`src/rtl/pattern_seq_pkg.sv`:
```
// Shared types and table-word field layout for the LED pattern sequencer.
package pattern_seq_pkg;

   typedef enum logic [2:0] {
      ST_CFG   = 3'd0,
      ST_FETCH = 3'd1,
      ST_WRITE = 3'd2,
      ST_HOLD  = 3'd3,
      ST_HALT  = 3'd4
   } state_e;

   localparam int LED_LSB  = 0;
   localparam int LED_W    = 8;
   localparam int HOLD_LSB = 8;
   localparam int HOLD_W   = 24;

   localparam logic [2:0] CTI_CLASSIC = 3'b000;
   localparam logic [1:0] BTE_LINEAR  = 2'b00;

   function automatic logic [LED_W-1:0] led_of(input logic [31:0] word);
      return word[LED_LSB +: LED_W];
   endfunction

   function automatic logic [HOLD_W-1:0] hold_of(input logic [31:0] word);
      return word[HOLD_LSB +: HOLD_W];
   endfunction

endpackage

```
`src/rtl/pattern_seq_tick.sv`:
```
// Hold-time prescaler: tick_o pulses combinationally on every TICK_DIV-th enabled cycle.
// clr_i holds the count at zero; en_i low freezes it.
module pattern_seq_tick #(
   parameter int unsigned TICK_DIV = 1_000_000
) (
   input  logic clk_i,
   input  logic rst_i,
   input  logic clr_i,
   input  logic en_i,
   output logic tick_o
);

   localparam int unsigned   CW   = (TICK_DIV > 1) ? $clog2(TICK_DIV) : 1;
   localparam logic [CW-1:0] LAST = CW'(TICK_DIV - 1);

   logic [CW-1:0] cnt_q, cnt_d;

   always_comb begin
      cnt_d = cnt_q;
      if (clr_i) begin
         cnt_d = '0;
      end else if (en_i) begin
         cnt_d = (cnt_q == LAST) ? '0 : cnt_q + 1'b1;
      end
   end

   assign tick_o = en_i & ~clr_i & (cnt_q == LAST);

   always_ff @(posedge clk_i) begin
      if (rst_i) begin
         cnt_q <= '0;
      end else begin
         cnt_q <= cnt_d;
      end
   end

endmodule

```
`src/rtl/pattern_seq.sv`:
```
// Wishbone master playing a ROM pattern table onto GPIO; registered bus outputs, one idle cycle between cycles,
// rty reissues after one idle cycle. Optional bus watchdog enabled by defining PATTERN_SEQ_TIMEOUT_EN.
module pattern_seq
   import pattern_seq_pkg::*;
#(
   parameter logic [31:0] ROM_BASE     = 32'h0000_0000,
   parameter int unsigned ENTRIES      = 10,
   parameter logic [31:0] GPIO_DAT_ADR = 32'h9100_0000,
   parameter logic [31:0] GPIO_DIR_ADR = 32'h9100_0004,
   parameter logic [31:0] DIR_VALUE    = 32'h0000_00FF,
   parameter int unsigned TICK_DIV     = 1_000_000,
   parameter int unsigned TIMEOUT      = 255
) (
   input  logic                       wb_clk,
   input  logic                       wb_rst,
   input  logic                       en,
   output logic [31:0]                wb_adr_o,
   output logic [31:0]                wb_dat_o,
   output logic [3:0]                 wb_sel_o,
   output logic                       wb_we_o,
   output logic                       wb_cyc_o,
   output logic                       wb_stb_o,
   output logic [2:0]                 wb_cti_o,
   output logic [1:0]                 wb_bte_o,
   input  logic [31:0]                wb_dat_i,
   input  logic                       wb_ack_i,
   input  logic                       wb_err_i,
   input  logic                       wb_rty_i,
   output logic [$clog2(ENTRIES)-1:0] idx_o,
   output logic                       fault
);

   localparam int unsigned IDX_W = $clog2(ENTRIES);

   state_e             state_q;
   logic [IDX_W-1:0]   idx_q;
   logic               fault_q;
   logic [31:0]        word_q;
   logic [HOLD_W-1:0]  hold_q;

   logic               cyc_q;
   logic               we_q;
   logic [3:0]         sel_q;
   logic [31:0]        adr_q;
   logic [31:0]        dat_q;

   logic               tick;
   logic               tick_clr;
   logic               issue;
   logic               resp;
   logic               timeout;
   logic               done;
   logic [IDX_W-1:0]   idx_nxt;
   logic [31:0]        rom_off;
   logic [31:0]        adr_d;
   logic [31:0]        dat_d;
   logic               we_d;

   assign rom_off  = {{(30-IDX_W){1'b0}}, idx_q, 2'b00};
   assign idx_nxt  = (idx_q == IDX_W'(ENTRIES - 1)) ? '0 : idx_q + 1'b1;
   assign resp     = cyc_q & (wb_ack_i | wb_err_i | wb_rty_i);
   assign done     = resp | timeout;
   assign tick_clr = (state_q != ST_HOLD);

   // A new cycle only starts from an idle bus, so a completed cycle always leaves one idle cycle.
   always_comb begin
      issue = ~cyc_q & en & (state_q inside {ST_CFG, ST_FETCH, ST_WRITE});
      adr_d = GPIO_DIR_ADR;
      dat_d = DIR_VALUE;
      we_d  = 1'b1;
      case (state_q)
         ST_FETCH: begin
            adr_d = ROM_BASE + rom_off;
            dat_d = '0;
            we_d  = 1'b0;
         end
         ST_WRITE: begin
            adr_d = GPIO_DAT_ADR;
            dat_d = 32'(led_of(word_q));
         end
         default: ;
      endcase
   end

`ifdef PATTERN_SEQ_TIMEOUT_EN
   localparam int unsigned WDT_W = $clog2(TIMEOUT + 1);

   logic [WDT_W-1:0] wdt_q;

   assign timeout = cyc_q & ~(wb_ack_i | wb_err_i | wb_rty_i) & (wdt_q == WDT_W'(TIMEOUT - 1));

   always_ff @(posedge wb_clk) begin
      if (wb_rst || issue || resp) begin
         wdt_q <= '0;
      end else if (cyc_q) begin
         wdt_q <= wdt_q + 1'b1;
      end
   end
`else
   logic unused_timeout;

   assign timeout        = 1'b0;
   assign unused_timeout = ^TIMEOUT;
`endif

   pattern_seq_tick #(
      .TICK_DIV (TICK_DIV)
   ) u_tick (
      .clk_i  (wb_clk),
      .rst_i  (wb_rst),
      .clr_i  (tick_clr),
      .en_i   (en),
      .tick_o (tick)
   );

   always_ff @(posedge wb_clk) begin
      if (wb_rst || done) begin
         cyc_q <= 1'b0;
         we_q  <= 1'b0;
         sel_q <= 4'h0;
         adr_q <= '0;
         dat_q <= '0;
      end else if (issue) begin
         cyc_q <= 1'b1;
         we_q  <= we_d;
         sel_q <= 4'hF;
         adr_q <= adr_d;
         dat_q <= dat_d;
      end
   end

   // Response priority is err, then rty, then ack; rty leaves the state alone so the same cycle is reissued.
   always_ff @(posedge wb_clk) begin
      if (wb_rst) begin
         state_q <= ST_CFG;
         idx_q   <= '0;
         fault_q <= 1'b0;
         word_q  <= '0;
         hold_q  <= '0;
      end else if (cyc_q) begin
         if (wb_err_i || timeout) begin
            fault_q <= 1'b1;
            state_q <= ST_HALT;
         end else if (wb_ack_i && !wb_rty_i) begin
            case (state_q)
               ST_CFG: begin
                  state_q <= ST_FETCH;
               end
               ST_FETCH: begin
                  word_q <= wb_dat_i;
                  if (hold_of(wb_dat_i) != '0) begin
                     state_q <= ST_WRITE;
                  end else if (idx_q != '0) begin
                     idx_q <= '0;
                  end else begin
                     fault_q <= 1'b1;
                     state_q <= ST_HALT;
                  end
               end
               ST_WRITE: begin
                  hold_q  <= hold_of(word_q);
                  state_q <= ST_HOLD;
               end
               default: ;
            endcase
         end
      end else if (state_q == ST_HOLD && tick) begin
         if (hold_q == HOLD_W'(1)) begin
            idx_q   <= idx_nxt;
            state_q <= ST_FETCH;
         end else begin
            hold_q <= hold_q - 1'b1;
         end
      end
   end

   assign wb_cyc_o = cyc_q;
   assign wb_stb_o = cyc_q;
   assign wb_we_o  = we_q;
   assign wb_sel_o = sel_q;
   assign wb_adr_o = adr_q;
   assign wb_dat_o = dat_q;
   assign wb_cti_o = CTI_CLASSIC;
   assign wb_bte_o = BTE_LINEAR;
   assign idx_o    = idx_q;
   assign fault    = fault_q;

endmodule

```
`config.mk`:
```
export PLATFORM = sky130hd
export DESIGN_NAME = pattern_seq
export DESIGN_NICKNAME = d
export VERILOG_FILES = /design/src/rtl/pattern_seq_pkg.sv /design/src/rtl/pattern_seq_tick.sv /design/src/rtl/pattern_seq.sv
export SDC_FILE = /design/constraint.sdc
export NUM_CORES = 1
export LEC_CHECK = 0
export CAP_MARGIN = 20
export CORE_MARGIN = 5
export CORE_UTILIZATION = 25
export CTS_CLUSTER_DIAMETER = 40
export DETAILED_ROUTE_END_ITERATION = 16
export DONT_BUFFER_PORTS = 1
export PLACE_DENSITY = 0.37
export SYNTH_ARGS = -nofsm -noshare
export SYNTH_HDL_FRONTEND = slang
export SYNTH_SLANG_ARGS = --single-unit
```
`constraint.sdc`:
```
create_clock -name wb_clk -period 2 [get_ports wb_clk]
set_input_delay 0.2 -clock wb_clk [delete_from_list [all_inputs] [get_ports wb_clk]]
set_output_delay 0.2 -clock wb_clk [all_outputs]
set_load 0.05 [all_outputs]
```
==> impl_metrics.xml <==
<?xml version="1.0" encoding="UTF-8"?>
<metrics>
  <group name="critical_path">
    <metric name="worstSetupEndpointType" unit="">register</metric>
    <metric name="crit_fanout" unit="">7</metric>
    <metric name="startpoint_type" unit="">register</metric>
    <metric name="timing.setup.critical_path_class" unit="">register to register</metric>
    <metric name="critical_path.most_common_cell" unit="">sky130_fd_sc_hd__buf_4</metric>
    <metric name="critical_path_required" unit="ns">2.22</metric>
    <metric name="critical_path.top_delay_family" unit="">simple AND/OR/NAND/NOR gates</metric>
    <metric name="crit_slowest_cell" unit="">sky130_fd_sc_hd__dfxtp_2</metric>
    <metric name="cp.arrival" unit="ns">2.24</metric>
    <metric name="worst-path-buf-inv" unit="">3</metric>
    <metric name="path_cells" unit="">nor4_4, buf_4, and4b_2, a211oi_4, buf_4, or2_4, buf_4, nand4b_1, o221ai_1</metric>
    <metric name="critPathMaxStageDelay" unit="ns">0.34</metric>
  </group>
  <group name="final_layout">
    <metric name="drive_above_1_share" unit="%">22.8</metric>
    <metric name="finish.cell_count_without_fillers" unit="">1013</metric>
    <metric name="area_growth_syn_to_layout" unit="%">23.3</metric>
    <metric name="fin_util" unit="%">31.2</metric>
    <metric name="final_nets" unit="">777</metric>
    <metric name="num_antenna_cells" unit="">0</metric>
  </group>
  <group name="logic_synthesis">
    <metric name="post_synth_inst_count" unit="">670</metric>
    <metric name="synth_area_leaders" unit="">sky130_fd_sc_hd__dfxtp_1 (37%), sky130_fd_sc_hd__buf_4 (8.9%), sky130_fd_sc_hd__nand2_1 (8.9%)</metric>
    <metric name="ys.warnings.count" unit="">0</metric>
    <metric name="synthDominantAreaCellType" unit="">sky130_fd_sc_hd__dfxtp_1</metric>
    <metric name="post-synth-top-count-cell" unit="">sky130_fd_sc_hd__nand2_1</metric>
    <metric name="ys_seq_area_share" unit="%">37.5</metric>
    <metric name="number_of_flops_mapped_to_enable_cells_by_yosys" unit="">0</metric>
    <metric name="area_share_of_the_largest_cell_type_after_synthesis" unit="%">37.5</metric>
    <metric name="yosysUniqueCellTypes" unit="">71</metric>
    <metric name="synthTopCellsByCount" unit="">sky130_fd_sc_hd__nand2_1 (125), sky130_fd_sc_hd__dfxtp_1 (99), sky130_fd_sc_hd__a21oi_1 (73)</metric>
    <metric name="ys_dominant_reg_cell" unit="">sky130_fd_sc_hd__dfxtp_1</metric>
    <metric name="ys_seq_elements" unit="">99</metric>
    <metric name="async_flop_share" unit="%">0</metric>
    <metric name="syn_area_per_cell" unit="um2">7.89</metric>
    <metric name="post_synth_instance_area" unit="um2">5290</metric>
  </group>
  <group name="clock_tree">
    <metric name="cts_buffer_depth" unit="">2</metric>
    <metric name="tritoncts" unit="">yes</metric>
    <metric name="cts.sink_count" unit="">99</metric>
    <metric name="clkTransAtPathRegs" unit="ns">0.07</metric>
    <metric name="cts_made_buffers" unit="">9</metric>
    <metric name="cts_max_level" unit="">3</metric>
    <metric name="clock_tree.root_cell" unit="">sky130_fd_sc_hd__clkbuf_16</metric>
    <metric name="holdBufCountCts" unit="">1</metric>
    <metric name="worst_skew_pair.late_latency" unit="ns">0.35</metric>
  </group>
  <group name="power">
    <metric name="worst_ir_drop_vdd" unit="mV">0.364</metric>
    <metric name="power_per_cell_area" unit="nW/um2">677</metric>
    <metric name="leakage" unit="uW">0.00244</metric>
  </group>
  <group name="die">
    <metric name="row_cnt" unit="">53</metric>
    <metric name="die_h" unit="um">155</metric>
    <metric name="core_region_area" unit="um2">20900</metric>
    <metric name="floorplan.initialDensity" unit="%">25.3</metric>
    <metric name="die_area" unit="um2">24200</metric>
    <metric name="die_x" unit="um">155</metric>
    <metric name="io-pin-count" unit="">119</metric>
  </group>
  <group name="timing">
    <metric name="shortest_clock_period_the_worst_path_allows_after_layout" unit="ns">2.02</metric>
    <metric name="final-setup-viol-count" unit="">2</metric>
    <metric name="fmax" unit="GHz">0.494</metric>
    <metric name="rsz0062_at_grt" unit="">yes</metric>
    <metric name="timing_worst_slew_pin_value" unit="ns">0.608</metric>
    <metric name="final.period_utilization" unit="%">101</metric>
    <metric name="fin_hold_ws" unit="ns">-0.0868</metric>
    <metric name="final.setup.worst_slack" unit="ns">-0.0224</metric>
    <metric name="max-slew-margin-rel" unit="%">59.5</metric>
    <metric name="slew_viol_final" unit="">0</metric>
    <metric name="finClkSkew" unit="ns">0.00936</metric>
    <metric name="timing.final.hold_violations" unit="">54</metric>
  </group>
  <group name="routing">
    <metric name="drt-initial-drc-count" unit="">185</metric>
    <metric name="drcViolationCount" unit="">0</metric>
    <metric name="ant_nets" unit="">0</metric>
    <metric name="drt-vias-per-instance" unit="">4.68</metric>
    <metric name="route.vias.total" unit="">4743</metric>
    <metric name="wl_per_cell" unit="um">15.4</metric>
    <metric name="postRouteWirelength" unit="mm">15.6</metric>
    <metric name="firstDrtPassIters" unit="">4</metric>
  </group>
  <group name="global_routing">
    <metric name="grt_max_degree" unit="">63</metric>
    <metric name="number_of_global_route_vias_before_repair" unit="">4653</metric>
    <metric name="antenna_found_initial" unit="">0</metric>
    <metric name="globalRouteOverflowTotal" unit="">0</metric>
    <metric name="groute.usage.overall" unit="%">12.7</metric>
    <metric name="first_pass_grt_wire_length" unit="mm">24.7</metric>
  </group>
  <group name="placed_design">
    <metric name="gp_congestion" unit="">0.782</metric>
    <metric name="pre_cts_slack" unit="ns">-0.191</metric>
    <metric name="placed_cells_incl_taps" unit="">985</metric>
    <metric name="port_buffers" unit="">0</metric>
    <metric name="place.detailed.hpwl" unit="mm">11.4</metric>
  </group>
  <group name="outcome">
    <metric name="outcome" unit="">finished with violations</metric>
    <metric name="failing_checks" unit="">hold timing, setup timing</metric>
  </group>
  <group name="min_path">
    <metric name="timing.hold.worst.class" unit="">input pin to register</metric>
  </group>
  <group name="run">
    <metric name="maxCapViolations" unit="">0</metric>
  </group>
</metrics>
==> per-stage QoR <==
step | area [um2] | total power (uW) | setup TNS [ns] | hold WS, ns
final | 6520 | 4410 | -0.0289 | -0.0868
after CTS | 6290 | 4490 | -0.0924 | -0.110
after global routing | 6520 | 4590 | -0.850 | -0.111
after floorplan | 5490 | 2690 | -0.0284 | 0.336
after detailed placement | 5870 | 2640 | -0.959 | 0.276
after global placement | 5870 | 2640 | -0.542 | 0.275
==> per-layer routing <==
metal	vias to the layer above	part of all wire, %	global-route usage (%)	routed length [um]
li1	2367	-	-	-
met1	2267	45	16.1	7090
met2	92	47	21.4	7420
met3	17	4.9	2.87	767
met4	0	2.3	4.25	363
met5	-	0	0	0
==> registers in the layout, summed over array words and instances, names as in the netlist <==
name	count
u_tick.cnt_q	20
idx_o	4
fault	1
wb_we_o	1
wb_dat_o	8
wb_sel_o	1
wb_adr_o	5
hold_q	24
state_q	3
word_q	32
==> path summary, 6_finish.rpt <==
check	from	end	slack, ns	cells after the start
worst min register to register	word_q[9]	word_q[9]	0.46	2
worst max-delay path	hold_q[11]	hold_q[21]	-0.02	9
worst max register to register	hold_q[11]	hold_q[21]	-0.02	9
worst min-delay path	wb_rst	word_q[2]	-0.09	1
==> what timing repair did <==
item,in CTS,in global routing
pin swaps,20,22
buffers inserted,4,7
gates cloned,0,0
endpoints found under the setup margin,26,30
hold endpoints to repair,58,56
resized for setup,22,41
==> cell families after synthesis <==
family / Yosys count / synth area share (%)
xor gates and xnor gates: 19 / 3.15
other: 1 / 0.0709
DFF: 99 / 37.5
and+or+nand+nor: 282 / 27.0
muxes: 3 / 0.592
adders and majority gates: 6 / 1.42
buffers and inverters: 108 / 12.6
AOI/OAI and AO/OA: 152 / 17.6
==> worst reg2reg max path, cell delays in order (launching register included) <==
cell and delay, ns:
sky130_fd_sc_hd__dfxtp_2 0.34, sky130_fd_sc_hd__nor4_4 0.26, sky130_fd_sc_hd__buf_4 0.17, sky130_fd_sc_hd__and4b_2 0.27, sky130_fd_sc_hd__a211oi_4 0.09, sky130_fd_sc_hd__buf_4 0.14
sky130_fd_sc_hd__or2_4 0.29, sky130_fd_sc_hd__buf_4 0.15, sky130_fd_sc_hd__nand4b_1 0.08, sky130_fd_sc_hd__o221ai_1 0.11
==> power by group <==
group	internal [uW]	switching (uW)	leakage, uW	total [uW]
Clock	1010	792	0.000150	1800
Sequential	2000	97.6	0.000805	2100
Combinational	85.4	424	0.00149	510
==> final cells by class <==
type | count | area (um2)
sequential | 99 | 2000
tap | 275 | 344
fill | 2244 | 14400
clock inverter | 5 | 61.3
multi-input combinational | 516 | 3060
inverter | 11 | 41.3
clock buffer | 11 | 243
timing repair buffer | 96 | 774
==> layout by cell type (no fill, tap or decap), types with 7 or more instances in the layout <==
master and n:
sky130_fd_sc_hd__a21oi_1 70, sky130_fd_sc_hd__a31oi_1 7, sky130_fd_sc_hd__xor2_1 13, sky130_fd_sc_hd__nor4_1 10, sky130_fd_sc_hd__dfxtp_2 9, sky130_fd_sc_hd__clkbuf_16 9, sky130_fd_sc_hd__nand4_1 11, sky130_fd_sc_hd__o21ai_0 18
sky130_fd_sc_hd__o211ai_1 13, sky130_fd_sc_hd__inv_1 9, sky130_fd_sc_hd__buf_6 7, sky130_fd_sc_hd__nor3_1 13, sky130_fd_sc_hd__buf_4 86, sky130_fd_sc_hd__nor2_1 40, sky130_fd_sc_hd__dfxtp_1 89, sky130_fd_sc_hd__nand3_1 16
sky130_fd_sc_hd__conb_1 54, sky130_fd_sc_hd__nand2_1 124
(Power assumes the default switching activity.)
